File: config.mk
export PLATFORM = sky130hd
export DESIGN_NAME = mult8_seq_ctrl_flat
export DESIGN_NICKNAME = d
export VERILOG_FILES = /design/src/rtl/mult_seq_pkg.sv /design/src/rtl/mult8_seq_ctrl_if.sv /design/src/rtl/mult8_seq_ctrl_array_mult.sv /design/src/rtl/mult8_seq_ctrl.sv /design/src/flat_wrapper.sv
export SDC_FILE = /design/constraint.sdc
export NUM_CORES = 1
export LEC_CHECK = 0
export ABC_AREA = 1
export CORE_AREA = 2 2 81 83
export DETAILED_ROUTE_END_ITERATION = 6
export DIE_AREA = 0 0 83 85
export PLACE_DENSITY_LB_ADDON = 0.1
export SLEW_MARGIN = 10
export SYNTH_ARGS = -nofsm -noshare
export SYNTH_HDL_FRONTEND = slang
export SYNTH_SLANG_ARGS = --single-unit
export TNS_END_PERCENT = 5
File: constraint.sdc
create_clock -name clk -period 6.45 [get_ports clk]
set_input_delay 1.29 -clock clk [delete_from_list [all_inputs] [get_ports clk]]
set_output_delay 1.29 -clock clk [all_outputs]
set_load 0.05 [all_outputs]
File: src/rtl/mult_seq_pkg.sv
// Shared definitions for the nibble-sequenced 8x8 multiplier: state encoding,
// pass count and the per-pass operand-nibble / shift schedule.
package mult_seq_pkg;

  localparam int OP_W       = 8;
  localparam int SLICE_W    = 4;
  localparam int PROD_W     = 2 * OP_W;
  localparam int NUM_PASSES = 4;

  // 2'd3 is deliberately left unnamed; the FSM treats it as illegal and recovers to IDLE.
  typedef enum logic [1:0] {
    ST_IDLE = 2'd0,
    ST_MUL  = 2'd1,
    ST_DONE = 2'd2
  } state_e;

  // One row of the pass schedule: which nibble of each operand feeds the slice,
  // and how far the slice product is shifted before accumulation.
  typedef struct packed {
    logic       a_hi;
    logic       b_hi;
    logic [3:0] shift;
  } pass_sched_t;

  // Pass schedule lookup; partial products cover lo*lo, hi*lo, lo*hi, hi*hi.
  function automatic pass_sched_t pass_sched(input logic [1:0] pass);
    pass_sched_t s;
    case (pass)
      2'd0:    s = '{a_hi: 1'b0, b_hi: 1'b0, shift: 4'd0};
      2'd1:    s = '{a_hi: 1'b1, b_hi: 1'b0, shift: 4'd4};
      2'd2:    s = '{a_hi: 1'b0, b_hi: 1'b1, shift: 4'd4};
      2'd3:    s = '{a_hi: 1'b1, b_hi: 1'b1, shift: 4'd8};
      default: s = '{a_hi: 1'b0, b_hi: 1'b0, shift: 4'd0};
    endcase
    return s;
  endfunction

endpackage

File: src/rtl/mult8_seq_ctrl_if.sv
// Operand/result handshake bundle for mult8_seq_ctrl.
// master = operand producer / result consumer side, slave = the sequencer.
interface mult8_seq_ctrl_if;
  import mult_seq_pkg::*;

  logic              in_valid;
  logic              in_ready;
  logic [OP_W-1:0]   a;
  logic [OP_W-1:0]   b;
  logic              out_valid;
  logic              out_ready;
  logic [PROD_W-1:0] product;
  logic              busy;

  modport master (
    output in_valid, a, b, out_ready,
    input  in_ready, out_valid, product, busy
  );

  modport slave (
    input  in_valid, a, b, out_ready,
    output in_ready, out_valid, product, busy
  );
endinterface

File: src/rtl/mult8_seq_ctrl_array_mult.sv
// Existing 4x4 unsigned combinational array multiplier, reused as the shared slice.
// Each multiplier bit gates a copy of x; the gated rows are summed with their weights.
module array_mult_structural (
  input  logic [3:0] x,
  input  logic [3:0] y,
  output logic [7:0] p
);

  logic [7:0] pp [4];

  for (genvar i = 0; i < 4; i++) begin : g_pp
    assign pp[i] = {4'd0, (x & {4{y[i]}})} << i;
  end

  assign p = pp[0] + pp[1] + pp[2] + pp[3];

endmodule

File: src/rtl/mult8_seq_ctrl.sv
// Sequencer producing an unsigned 8x8 -> 16 product from four passes through a
// single shared 4x4 multiplier slice, with valid/ready on both sides.
module mult8_seq_ctrl
  import mult_seq_pkg::*;
#(
  parameter int OP_W_P    = OP_W,
  parameter int SLICE_W_P = SLICE_W
) (
  input  logic            clk,
  input  logic            rst,
  mult8_seq_ctrl_if.slave bus
);

  state_e              state_q, state_d;
  logic [1:0]          pass_cnt_q, pass_cnt_d;
  logic [OP_W_P-1:0]   a_q, a_d;
  logic [OP_W_P-1:0]   b_q, b_d;
  logic [PROD_W-1:0]   acc_q, acc_d;

  pass_sched_t         sched;
  logic [SLICE_W_P-1:0]   slice_x, slice_y;
  logic [2*SLICE_W_P-1:0] mul_p;

  assign sched = pass_sched(pass_cnt_q);

  // Slice operand mux: selected nibbles during MUL, held at zero otherwise to avoid toggling.
  always_comb begin
    slice_x = {SLICE_W_P{1'b0}};
    slice_y = {SLICE_W_P{1'b0}};
    if (state_q == ST_MUL) begin
      slice_x = sched.a_hi ? a_q[OP_W_P-1:SLICE_W_P] : a_q[SLICE_W_P-1:0];
      slice_y = sched.b_hi ? b_q[OP_W_P-1:SLICE_W_P] : b_q[SLICE_W_P-1:0];
    end else begin
      slice_x = {SLICE_W_P{1'b0}};
      slice_y = {SLICE_W_P{1'b0}};
    end
  end

  array_mult_structural u_slice (
    .x (slice_x),
    .y (slice_y),
    .p (mul_p)
  );

  // State and datapath registers with synchronous reset.
  always_ff @(posedge clk) begin
    if (rst) begin
      state_q    <= ST_IDLE;
      pass_cnt_q <= 2'd0;
      a_q        <= {OP_W_P{1'b0}};
      b_q        <= {OP_W_P{1'b0}};
      acc_q      <= {PROD_W{1'b0}};
    end else begin
      state_q    <= state_d;
      pass_cnt_q <= pass_cnt_d;
      a_q        <= a_d;
      b_q        <= b_d;
      acc_q      <= acc_d;
    end
  end

  // Next-state and datapath update: latch on accept, accumulate one pass per MUL cycle.
  always_comb begin
    state_d    = state_q;
    pass_cnt_d = pass_cnt_q;
    a_d        = a_q;
    b_d        = b_q;
    acc_d      = acc_q;
    case (state_q)
      ST_IDLE: begin
        if (bus.in_valid) begin
          a_d        = bus.a;
          b_d        = bus.b;
          acc_d      = {PROD_W{1'b0}};
          pass_cnt_d = 2'd0;
          state_d    = ST_MUL;
        end else begin
          state_d    = ST_IDLE;
        end
      end
      ST_MUL: begin
        // Max total is 255*255, so the 16-bit accumulator cannot wrap.
        acc_d      = acc_q + ({{(PROD_W-2*SLICE_W_P){1'b0}}, mul_p} << sched.shift);
        pass_cnt_d = pass_cnt_q + 2'd1;
        if (pass_cnt_q == 2'(NUM_PASSES - 1)) begin
          state_d = ST_DONE;
        end else begin
          state_d = ST_MUL;
        end
      end
      ST_DONE: begin
        if (bus.out_ready) begin
          state_d = ST_IDLE;
        end else begin
          state_d = ST_DONE;
        end
      end
      default: begin
        state_d    = ST_IDLE;
        pass_cnt_d = 2'd0;
      end
    endcase
  end

  // Handshake outputs decoded from the registered state; product is the accumulator.
  always_comb begin
    bus.in_ready  = 1'b0;
    bus.out_valid = 1'b0;
    bus.busy      = 1'b0;
    bus.product   = acc_q;
    case (state_q)
      ST_IDLE: begin
        bus.in_ready = 1'b1;
      end
      ST_MUL: begin
        bus.busy = 1'b1;
      end
      ST_DONE: begin
        bus.out_valid = 1'b1;
        bus.busy      = 1'b1;
      end
      default: begin
        bus.in_ready = 1'b0;
      end
    endcase
  end

endmodule

File: src/flat_wrapper.sv
// flat-port wrapper written by rule: the top's interface ports become plain ports
module mult8_seq_ctrl_flat import mult_seq_pkg::*;
#(
  parameter int OP_W_P    = OP_W,
  parameter int SLICE_W_P = SLICE_W
)
  (clk, rst, bus_in_valid, bus_a, bus_b, bus_out_ready, bus_in_ready, bus_out_valid, bus_product, bus_busy);
  mult8_seq_ctrl_if bus_i ();
  input  logic clk;
  input  logic rst;
  input wire logic [$bits(bus_i.in_valid)-1:0] bus_in_valid;
  input wire logic [$bits(bus_i.a)-1:0] bus_a;
  input wire logic [$bits(bus_i.b)-1:0] bus_b;
  input wire logic [$bits(bus_i.out_ready)-1:0] bus_out_ready;
  output wire logic [$bits(bus_i.in_ready)-1:0] bus_in_ready;
  output wire logic [$bits(bus_i.out_valid)-1:0] bus_out_valid;
  output wire logic [$bits(bus_i.product)-1:0] bus_product;
  output wire logic [$bits(bus_i.busy)-1:0] bus_busy;
  assign bus_i.in_valid = bus_in_valid;
  assign bus_i.a = bus_a;
  assign bus_i.b = bus_b;
  assign bus_i.out_ready = bus_out_ready;
  assign bus_in_ready = bus_i.in_ready;
  assign bus_out_valid = bus_i.out_valid;
  assign bus_product = bus_i.product;
  assign bus_busy = bus_i.busy;
  mult8_seq_ctrl #(.OP_W_P(OP_W_P), .SLICE_W_P(SLICE_W_P)) u_core (.clk(clk), .rst(rst), .bus(bus_i));
endmodule
==> impl_metrics.yaml <==
timing:
  setup_viol: 0
  tns_ps: 0
  fmax_mhz: 184
  rsz0062_at_grt: "false"
  slew_headroom_pct: 45.2
  slew_violations: 0
  worstMarginPinSlew_ps: 819
  hold_viol_final: 0
  finalCriticalPeriod_ps: 5420
  finalCritPeriodShare_pct: 84.1
  fin_skew_ps: 4.70
detailed_routing:
  firstDrtPassIters: 4
  wirelength_um: 7290
  wl_met3_um: 344
  antenna_left: 0
  met1Wirelength_um: 3740
  top_layer_used: "met4"
  route.detailed.drc: 0
  drt_iter0_drc: 169
  routed-wl-met2_um: 3080
  post_drt_via_cell_ratio: 5.06
  dr_total_vias: 2937
  post_drt_wl_per_cell_um: 12.6
setup_path:
  crit_arrival_ps: 5570
  critPathSlowestCell: "fa_1"
  r2r_slack_ps: 1030
  rr_worst_depth: 29
  crit_top_cell: "nand2_1"
  slowest_delay_ps: 540
  critical_path_class: "reg -> reg"
  path_max_fanout: 8
  r2r_end: "u_core.bus.product[15]$_SDFFE_PP0P_"
  cp.required_ps: 6600
  r2r-start: "u_core.pass_cnt_q[0]$_SDFFE_PP0P_"
  cp-end-kind: "flip-flop"
  startpoint_type: "flip-flop"
pwr:
  power_uw: 531
  switchingPower_uw: 153
  power.leakage_nw: 1.72
  ir_drop_uv: 105
  p_clk_share_pct: 39.4
  power_density_nw_per_um2: 151
  combPwrFrac_pct: 15.8
  power.internal_uw: 378
  swShare_pct: 28.9
  power_frac_seq_pct: 44.7
yosys:
  ys_ff_latch: 36
  async_flop_share_pct: 0
  synth_cell_types: 31
  yosysTopAreaCell: "dfxtp_1"
  synth-main-ff-cell: "dfxtp_1"
  synth_edf_count: 0
  syn_avg_cell_area_sq_um: 6.38
  syn_area_sq_um: 2980
  synth_top_cell_area_share_pct: 24.2
  syn_inst: 467
  synth_area_leaders: "dfxtp_1 (24%), nand2_1 (15%), ha_1 (13%)"
  yosysSeqAreaShare_pct: 24.2
  syn-num-nets: 525
  synth_warnings: 0
clock_network:
  ctsHoldBuffers: 0
  cts_setup_buffers: 0
  ctsLongestPathBuffers: 2
  cts.repair.resized: 0
  clock-root-buffer: "clkbuf_8"
  clk_pin_slew_ps: 80
  htree_levels: 2
  clock_latency_ps: 290
  cts_tree: "done"
  cts_buffers: 5
  clkSinkCount: 36
placement:
  gp_congestion: 0.988
  dp_hpwl_um: 5780
  port_buffers: 38
  placed_area_sq_um: 3410
job:
  cap_violations: 0
final_layout:
  final_area_sq_um: 3520
  final_cell_mix: "nand2_1 (117), nor2_1 (72), inv_1 (60)"
  n_antenna_cell: 0
  layout_commonest_cell: "nand2_1"
  fin_nets: 560
  syn_to_final_growth_pct: 18.2
  drive_above_1_share_pct: 4.17
  utilization_pct: 56.8
min_path:
  hp-class: "reg -> reg"
  hold_start: "u_core.b_q[6]$_SDFFE_PP0P_"
  hold_depth: 2
  hold_path_end: "u_core.b_q[6]$_SDFFE_PP0P_"
run_status:
  status: "finished, final reports clean"
floorplan:
  row_count: 29
  die_w_um: 83
  core_sq_um: 6200
  die_area_sq_um: 7060
  die_h_um: 85
  io_pins: 39
  initial_core_util_pct: 48.1
grt:
  antenna_found_initial: 0
  grt_use_total_pct: 22.1
  grt-ovfl-total: 0
  grt_pass1_wl_um: 12800
  first_global_vias: 2778
  grt_max_degree: 23
[synthesized netlist by cell type, types with 2 or more instances]
cell,count
a21o_1,3
mux2i_1,2
inv_2,3
inv_1,60
nor3_1,2
or2_2,2
clkbuf_1,6
dfxtp_1,36
a21oi_1,42
nand2_1,117
o21ai_1,4
o21ai_0,26
or2_1,3
buf_4,2
nor2_1,72
ha_1,32
fa_1,6
nor3_2,3
and3_1,2
xor2_1,4
nand3b_1,3
nand3_1,27
nor2_2,2
[kinds of logic (layout without fill, tap and decap cells)]
group,count (synthesis),in the layout,share of synthesized area (%)
AOI/OAI and AO/OA,79,79,14.3
xor gates and xnor gates,4,4,1.17
adders and majority gates,38,38,17.5
buffers and inverters,73,109,9.48
DFF,36,36,24.2
muxes,2,2,0.671
and+or+nand+nor,235,235,32.7
[power groups by stage]
stage	logic, mW	registers, mW	clock network [mW]
floorplan	0.0576	0.243	0
global placement	0.0835	0.243	0
detailed placement	0.0844	0.243	0
CTS	0.0845	0.238	0.212
global route	0.0946	0.239	0.221
finish	0.0841	0.238	0.210
[per-stage QoR]
step | cells | hold WS, ps | setup WS, ps
floorplan | 467 | 424 | 1760
global placement | 572 | 437 | 1170
detailed placement | 572 | 449 | 1100
CTS | 580 | 461 | 1010
global route | 580 | 491 | 442
finish | 580 | 458 | 1030
[how the worst max path moves through the flow]
stage | from | to | slack (ps) | cells after the start
final | u_core.pass_cnt_q[0]$_SDFFE_PP0P_ | u_core.bus.product[15]$_SDFFE_PP0P_ | 1030 | 29
after global routing | u_core.pass_cnt_q[0]$_SDFFE_PP0P_ | u_core.bus.product[11]$_SDFFE_PP0P_ | 440 | 30
after CTS | u_core.pass_cnt_q[0]$_SDFFE_PP0P_ | u_core.bus.product[11]$_SDFFE_PP0P_ | 1010 | 30
after detailed placement | u_core.pass_cnt_q[0]$_SDFFE_PP0P_ | u_core.bus.product[15]$_SDFFE_PP0P_ | 1100 | 29
after global placement | u_core.pass_cnt_q[0]$_SDFFE_PP0P_ | u_core.bus.product[15]$_SDFFE_PP0P_ | 1170 | 29
after floorplan | u_core.pass_cnt_q[0]$_SDFFE_PP0P_ | u_core.bus.product[8]$_SDFFE_PP0P_ | 1760 | 26
[metal layers]
metal / track usage, % / vias to the layer above
li1: - / 1561
met1: 31.1 / 1304
met2: 35.0 / 62
met3: 3.11 / 10
met4: 7.30 / 0
met5: 0 / -
[area by class of cell]
| type | instances | area (sq um) |
|---|---|---|
| Fill cell | 620 | 2680 |
| Multi-Input combinational cell | 358 | 1980 |
| Sequential cell | 36 | 721 |
| Timing Repair Buffer | 38 | 380 |
| Inverter | 63 | 236 |
| Tap cell | 77 | 96.3 |
| Clock buffer | 5 | 68.8 |
| Clock inverter | 3 | 42.5 |
[critical path, delay by kind of cell (launching register included)]
family	cells	cell delay, ps
xor+xnor	1	160
simple gates	10	1080
flops	1	410
fa+ha+maj	6	2050
buf+inv	4	280
compound gates	7	1060
mux	1	210
[flip-flops by register name (all words and copies together), names as in the netlist]
name and cells:
u_core.a_q 8, u_core.state_q 2, u_core.pass_cnt_q 2, u_core.b_q 8, u_core.bus.product 16
Power figures use the tool's default switching activity.
==> edit (config.mk and constraints unchanged) <==
The 3 states of `state_e` get a one-hot encoding in 3 bits.
--- a/src/rtl/mult_seq_pkg.sv
+++ b/src/rtl/mult_seq_pkg.sv
@@ -8,10 +8,10 @@
   localparam int NUM_PASSES = 4;
 
   // 2'd3 is deliberately left unnamed; the FSM treats it as illegal and recovers to IDLE.
-  typedef enum logic [1:0] {
-    ST_IDLE = 2'd0,
-    ST_MUL  = 2'd1,
-    ST_DONE = 2'd2
+  typedef enum logic [2:0] {
+    ST_IDLE = 3'b001,
+    ST_MUL  = 3'b010,
+    ST_DONE = 3'b100
   } state_e;
 
   // One row of the pass schedule: which nibble of each operand feeds the slice,
Behaviour: same outputs for any inputs over 4 cycles, from zero or initial values and one cycle with rst high; so few cycles prove little.
==> edit against the original RTL <==
  * Die area did not move
  * Utilization rose by 0.42 points
  * Combinational power fell by 22%
  * Area after synthesis rose by 0.84%
  * Wire length fell by 2.0%
  * Largest power group unchanged
  * Total power fell by 2.7%
  * Worst setup slack got worse by 0.040 ns
  * Cell area rose by 0.75%
  * Sequential power rose by 3%
  * Sequential cell count rose by 1
  * Count of clock-buffer cells in the layout rose by 1
  * Via count rose by 0.44%
==> edit: results (changes against the original RTL) <==
stage,metric,value,unit,change
global_route,grt_pass1_vias,2668,,was 2778
placed_design,place_ws,1.048,ns,was 1.096 ns
finish,largest_register_ffs,16,,unchanged
global_route,met2_usage,31.96,%,was 35.04%
routing,drt-total-wl,7143,µm,was 7291 µm
global_route,grt_use_met3,3.891,%,was 3.113%
global_route,grt_max_degree,38,,was 23
power_and_ir_drop,p_leak,1.691,nW,was 1.717 nW
clock_network,cts_resized,0,,unchanged
routing,drt-initial-drc-count,243,,was 169
routing,dr_wl_met3,351,µm,was 344 µm
placed_design,dp_hpwl,5463,µm,was 5781 µm
power_and_ir_drop,ir_drop,0.09493,mV,was 0.1050 mV
hold_path,hold_class,reg2reg,,unchanged
finish,fin_cells,582,,was 580
global_route,grtUsageMet1,30.91,%,was 31.12%
global_route,track_usage,20.99,%,was 22.12%
routing,vias,2950,,was 2937
routing,wl_met1,3773,µm,was 3742 µm
placed_design,place_congestion,0.9060,,was 0.9878
synthesis,synthArstFlopShare,0,%,unchanged
sta,finalClockSkew,0.007309,ns,was 0.004695 ns
run_status,status,"finished, final reports clean",,unchanged
routing,met2_length,2946,µm,was 3081 µm
synthesis,synth_cell_types,32,,was 31
global_route,grt_first_pass_wirelength,12260,µm,was 12810 µm
power_and_ir_drop,switching_share,26.58,%,was 28.85%
synthesis,seq_area_frac_synth,24.64,%,was 24.17%
worst_setup_path,crit_arrival,5.63,ns,was 5.57 ns
hold_path,hold_start,u_core.b_q[2],,was u_core.b_q[6]
placed_design,dpl-instance-area,3438,µm²,was 3412 µm²
finish,final_nets,558,,was 560
placed_design,placedCellCount,574,,was 572
synthesis,syn-num-nets,523,,was 525
synthesis,postSynthAreaPerCell,6.411,µm²,was 6.385 µm²
routing,drt_pass1_iterations,5,,was 4
sta,slew_headroom,65.77,%,was 45.23%
synthesis,synth_common_cells,"nand2_1, inv_1, a21oi_1, nor2_1, dfxtp_1",,"was nand2_1, nor2_1, inv_1, a21oi_1, dfxtp_1"
synthesis,synthTopCellsByArea,"dfxtp_1, nand2_1, ha_1",,unchanged
==> edit: path summary, 6_finish.rpt <==
| check | endpoint | slack (ns) | depth (start not counted) |
|---|---|---|---|
| hold reg to reg | u_core.b_q[2] | 0.47 | 2 |
| setup / recovery | u_core.bus.product[11] | 0.99 | 28 |
| setup reg to reg | u_core.bus.product[11] | 0.99 | 28 |
| hold / removal | u_core.b_q[2] | 0.47 | 2 |
==> edit: final cells by class <==
| class | count | area (µm²) |
|---|---|---|
| Timing Repair Buffer | 40 | 395.4 |
| Multi-Input combinational cell | 359 | 1977 |
| Clock buffer | 6 | 72.57 |
| Clock inverter | 2 | 38.79 |
| Sequential cell | 37 | 740.7 |
| Fill cell | 622 | 2655 |
| Inverter | 61 | 229.0 |
| Tap cell | 77 | 96.34 |
==> edit: power groups by stage <==
stage | Combinational (mW) | Sequential [mW] | Clock [mW]
after global placement | 0.0658 | 0.249 | 0
final | 0.0654 | 0.244 | 0.208
after floorplan | 0.0443 | 0.248 | 0
after detailed placement | 0.0664 | 0.249 | 0
after global routing | 0.0729 | 0.245 | 0.220
after CTS | 0.0668 | 0.244 | 0.212
==> edit: critical path, delay by kind of cell (launching register included) <==
kind / cells / cell delay (ns)
adder cells (fa/ha/maj): 7 / 2.30
AND/OR/NAND/NOR: 12 / 1.24
AO/OA/AOI/OAI: 3 / 0.59
flip-flops: 1 / 0.41
XOR/XNOR: 2 / 0.37
buffers and inverters: 3 / 0.21
multiplexers: 1 / 0.20
==> edit: logic make-up after synthesis <==
logic type | Yosys count | share of synthesized area (%)
and+or+nand+nor | 246 | 35.04
AOI/OAI and AO/OA | 73 | 13.23
buffers and inverters | 73 | 9.613
DFF | 37 | 24.64
adders and majority gates | 34 | 15.65
xor gates and xnor gates | 4 | 1.165
muxes | 2 | 0.6659
